===== config.mk =====
export PLATFORM = sky130hd
export DESIGN_NAME = memory
export DESIGN_NICKNAME = d
export VERILOG_FILES = /design/src/rtl/mem_pkg.sv /design/src/rtl/memory.sv
export SDC_FILE = /design/constraint.sdc
export NUM_CORES = 2
export LEC_CHECK = 0
export ABC_AREA = 1
export CAP_MARGIN = 20
export CORE_MARGIN = 2
export CORE_UTILIZATION = 56
export DETAILED_ROUTE_END_ITERATION = 7
export PLACE_DENSITY = 0.72
export SETUP_SLACK_MARGIN = 0.05
export SLEW_MARGIN = 20
export SYNTH_ARGS = -nofsm -noshare
export SYNTH_HDL_FRONTEND = slang
export SYNTH_SLANG_ARGS = --single-unit

===== constraint.sdc =====
create_clock -name clk -period 201.6 [get_ports clk]
set_input_delay 40.32 -clock clk [delete_from_list [all_inputs] [get_ports clk]]
set_output_delay 40.32 -clock clk [all_outputs]
set_load 0.05 [all_outputs]

===== src/rtl/mem_pkg.sv =====
// Shared constants and word/address types for the single-port memory.
package mem_pkg;

  localparam int DATA_WIDTH = 8;
  localparam int ADDR_WIDTH = 8;

  typedef logic [DATA_WIDTH-1:0] word_t;
  typedef logic [ADDR_WIDTH-1:0] addr_t;

endpackage


===== src/rtl/memory.sv =====
// Single-port, write-first memory with a registered output and an
// asynchronous clear of both the storage array and the output register.
module memory #(
  parameter int DATA_WIDTH = mem_pkg::DATA_WIDTH,
  parameter int ADDR_WIDTH = mem_pkg::ADDR_WIDTH
) (
  input  logic                  clk,
  input  logic                  rst,
  input  logic                  wen,
  input  logic [ADDR_WIDTH-1:0] address,
  input  logic [DATA_WIDTH-1:0] data_in,
  output logic [DATA_WIDTH-1:0] data_out
);

  localparam int DEPTH = 2 ** ADDR_WIDTH;

  logic [DATA_WIDTH-1:0] mem_q [DEPTH];
  logic [DATA_WIDTH-1:0] mem_d [DEPTH];
  logic [DATA_WIDTH-1:0] data_out_q;
  logic [DATA_WIDTH-1:0] data_out_d;

  always_comb begin
    mem_d      = mem_q;
    data_out_d = mem_q[address];
    if (wen) begin
      mem_d[address] = data_in;
      data_out_d     = data_in;
    end
  end

  // NOTE: the array must read as zero the instant rst rises, so it is built
  // from resettable flops rather than a RAM macro, which cannot be cleared.
  always_ff @(posedge clk or posedge rst) begin
    if (rst) begin
      mem_q      <= '{default: '0};
      data_out_q <= '0;
    end else begin
      mem_q      <= mem_d;
      data_out_q <= data_out_d;
    end
  end

  assign data_out = data_out_q;

endmodule


==> implementation parameters <==
Parameter                              Value

Synth
  Register bit total from synthesis    2056
  Most area-hungry cell type in the Yosys netlist    dfrtp_1
  Number of warning messages in the yosys log    0
  Number of library cell types mapped by synthesis    25
  Yosys top cell area share    0.545
  Top cells by instance count after synthesis    nand2_1 (6369), dfrtp_1 (2056), o21ai_0 (1917)
  Leading register cell type out of synthesis    dfrtp_1
  Number of nets produced by synthesis    12434
  Fraction of synthesis flops using an asynchronous set or reset pin    1.00
  Ranking of synthesized cells by area    dfrtp_1 (55%), nand2_1 (25%), o21ai_0 (10%)
  Post-synthesis cell area    0.0944 sq mm
  Count leader, synth    nand2_1
  EDFF count, synth    0
  Portion of the post-synthesis area used by sequential elements    0.545
  Gate count after technology mapping    12415
  Mean area per synthesized cell    ~7.6 sq um

Clock network
  Resized Gates After CTS    0
  Clock transition at the registers of the reported paths    0.06 ns
  Clk root buf    clkbuf_16
  Number of sinks on the clock net    roughly 2100
  Inserted Clock Buffers    209
  Clock tree from TritonCTS    done
  Number of setup buffers added after CTS    0
  Worst-case clock buffer depth    3
  H-tree levels    4
  Clock latency reported for the late side of the worst-skew pair    0.85 ns
  Post-cts hold buffer count    0

Power
  Lkg Pwr    50.0 nW
  Pwr/cell area    8.91 mW/mm^2
  Peak supply drop    0.00788 mV

Die
  Effective utilization at floorplan    0.564
  Area enclosed by the die boundary    0.172 sq mm
  Std-Cell Rows    150
  Height of the die    just over 400 microns
  Die X-Extent    about 410 microns
  Std-Cell Core Area    0.167 sq mm
  Top Ports    27

Routing
  Vias per inst    5.78
  Number of DRC violations after detailed-routing iteration 0    9642
  Total number of vias    82364
  DRC viols    0
  Final WL    284000 microns
  Number of antenna-violating nets in the routed design    0
  Detailed-route wire length per cell    19.9 microns
  Number of optimization iterations in the first detailed-route pass    8

Worst setup path
  Crit path top cell by count    buf_4
  Crit path arrival time    roughly 46 ns
  Kind of start point of the critical path    primary input
  Data required time at the worst endpoint    roughly 200 ns
  CP cell instances    clkdlybuf4s50_1, inv_8, buf_4, buf_4, buf_4, buf_4, buf_4, buf_4
  Worst Path Max Fanout    121
  Crit path capture type    async pin
  Register-to-register path setup slack    approximately 200 ns
  Slowest stage cell, crit path    buf_4
  Slowest cell delay on critical path    0.85 ns
  Path type of the worst setup path    primary input to async pin

Timing
  Worst clock skew    0.0310 ns
  Clock period minus worst slack    around 46 ns
  Setup-failing EPs final    0
  Fin Setup TNS    0 ns
  RSZ-0062 raised after global routing    no
  Final hold slack    roughly 0.48 ns
  Max-slew violations    0
  Worst-case headroom to the max-slew limit    0.204
  Peak clock frequency supported by timing    0.0219 GHz
  Worst Tran Pin Value    1.19 ns
  Tcrit/Tclk final    0.226
  Final Hold Fails    0

Finish
  Final-stage net count    about 12000
  Fraction of layout instances using a drive strength above 1    0.0449
  Area added between synthesis and finish    7.79%

Global route
  Initial antenna violation count    4
  Pin count of the biggest net entering global routing    between 150 and 200
  Total Routing Usage GR    0.329
  Overflow left after global routing    0
  Number of global-route vias before repair    77955
  First-pass GRT wire length    roughly 450000 microns

Place
  Detail Placement HPWL    about 160000 microns
  Port buffer count    26
  Final weighted congestion of routability-driven global placement    0.905

Hold path
  Hold Crit Class    flop to flop

Run
  Max_cap viols    0

Outcome
  Status    completed
cell type report:
type | count | area (sq um)
Fill cell | 14696 | 65500
Sequential cell | 2056 | 51400
Multi-Input combinational cell | 9407 | 39100
Clock buffer | 315 | 6260
Tap cell | 2204 | 2760
Timing Repair Buffer | 133 | 1210
Clock inverter | 69 | 646
Inverter | 55 | 304
Antenna cell | 6 | 15.0
critical path, delay by kind of cell:
kind,cells,cell delay [ns]
buf+inv,8,5.82
cell usage in the layout, fill, tap and decap left out, types with 49 or more instances in the layout:
| cell | Yosys | layout |
|---|---|---|
| o21ai_1 | 134 | 134 |
| nand4_1 | 102 | 102 |
| o21ai_0 | 1917 | 1917 |
| buf_4 | 19 | 94 |
| a21oi_1 | 95 | 95 |
| dfrtp_1 | 2056 | 2056 |
| clkinv_2 | 0 | 49 |
| clkbuf_16 | 0 | 214 |
| clkbuf_8 | 0 | 53 |
| nand2_1 | 6369 | 6367 |
| nor2_1 | 424 | 418 |
| nand3_1 | 302 | 302 |
kinds of logic after synthesis:
group | Yosys count | share of synthesized area
buf+inv | 952 | 0.0418
flops | 2056 | 0.545
compound gates | 2148 | 0.114
simple gates | 7259 | 0.299
power breakdown:
part / internal [W] / switching, W
clock: 0.000226 / 0.000165
combinational: 0.0000173 / 0.0000545
sequential: 0.000433 / 0.0000107
stage by stage:
| stage | util | instances | power (W) | setup WS, ns | area, sq um |
|---|---|---|---|---|---|
| 2_1_floorplan | - | 12415 | 0.000500 | 103.20 | 94400 |
| 3_3_place_gp | 0.567 | 13853 | 0.000519 | 154.90 | 94800 |
| 3_5_place_dp | 0.567 | 13854 | 0.000521 | 154.78 | 94800 |
| 4_1_cts | 0.608 | 14238 | 0.000909 | 155.69 | 102000 |
| 5_1_grt | 0.608 | 14239 | 0.000937 | 155.11 | 102000 |
| 6_report | 0.608 | 14245 | 0.000906 | 155.96 | 102000 |
metal layers:
layer,track usage,vias up,routed length [microns]
met4,0.150,0,13600
li1,-,38287,-
met2,0.510,3719,127000
met3,0.0608,708,25400
met1,0.453,39650,118000
met5,0,-,0
flip-flops by register name, indices dropped and copies added, names as in the netlist:
signal	cells
data_out	8
mem_q	2048
worst paths after layout:
| check | to | depth (start not counted) | from |
|---|---|---|---|
| max | mem_q[355] | 8 | rst |
| min | mem_q[1669] | 2 | mem_q[1669] |
| max reg2reg | data_out[0] | 14 | mem_q[488] |
| min reg2reg | mem_q[1669] | 2 | mem_q[1669] |
| max in group clk | data_out[0] | 18 | address[1] |
| min in group asynchronous | mem_q[1167] | 2 | rst |
(Power assumes the default switching activity.)
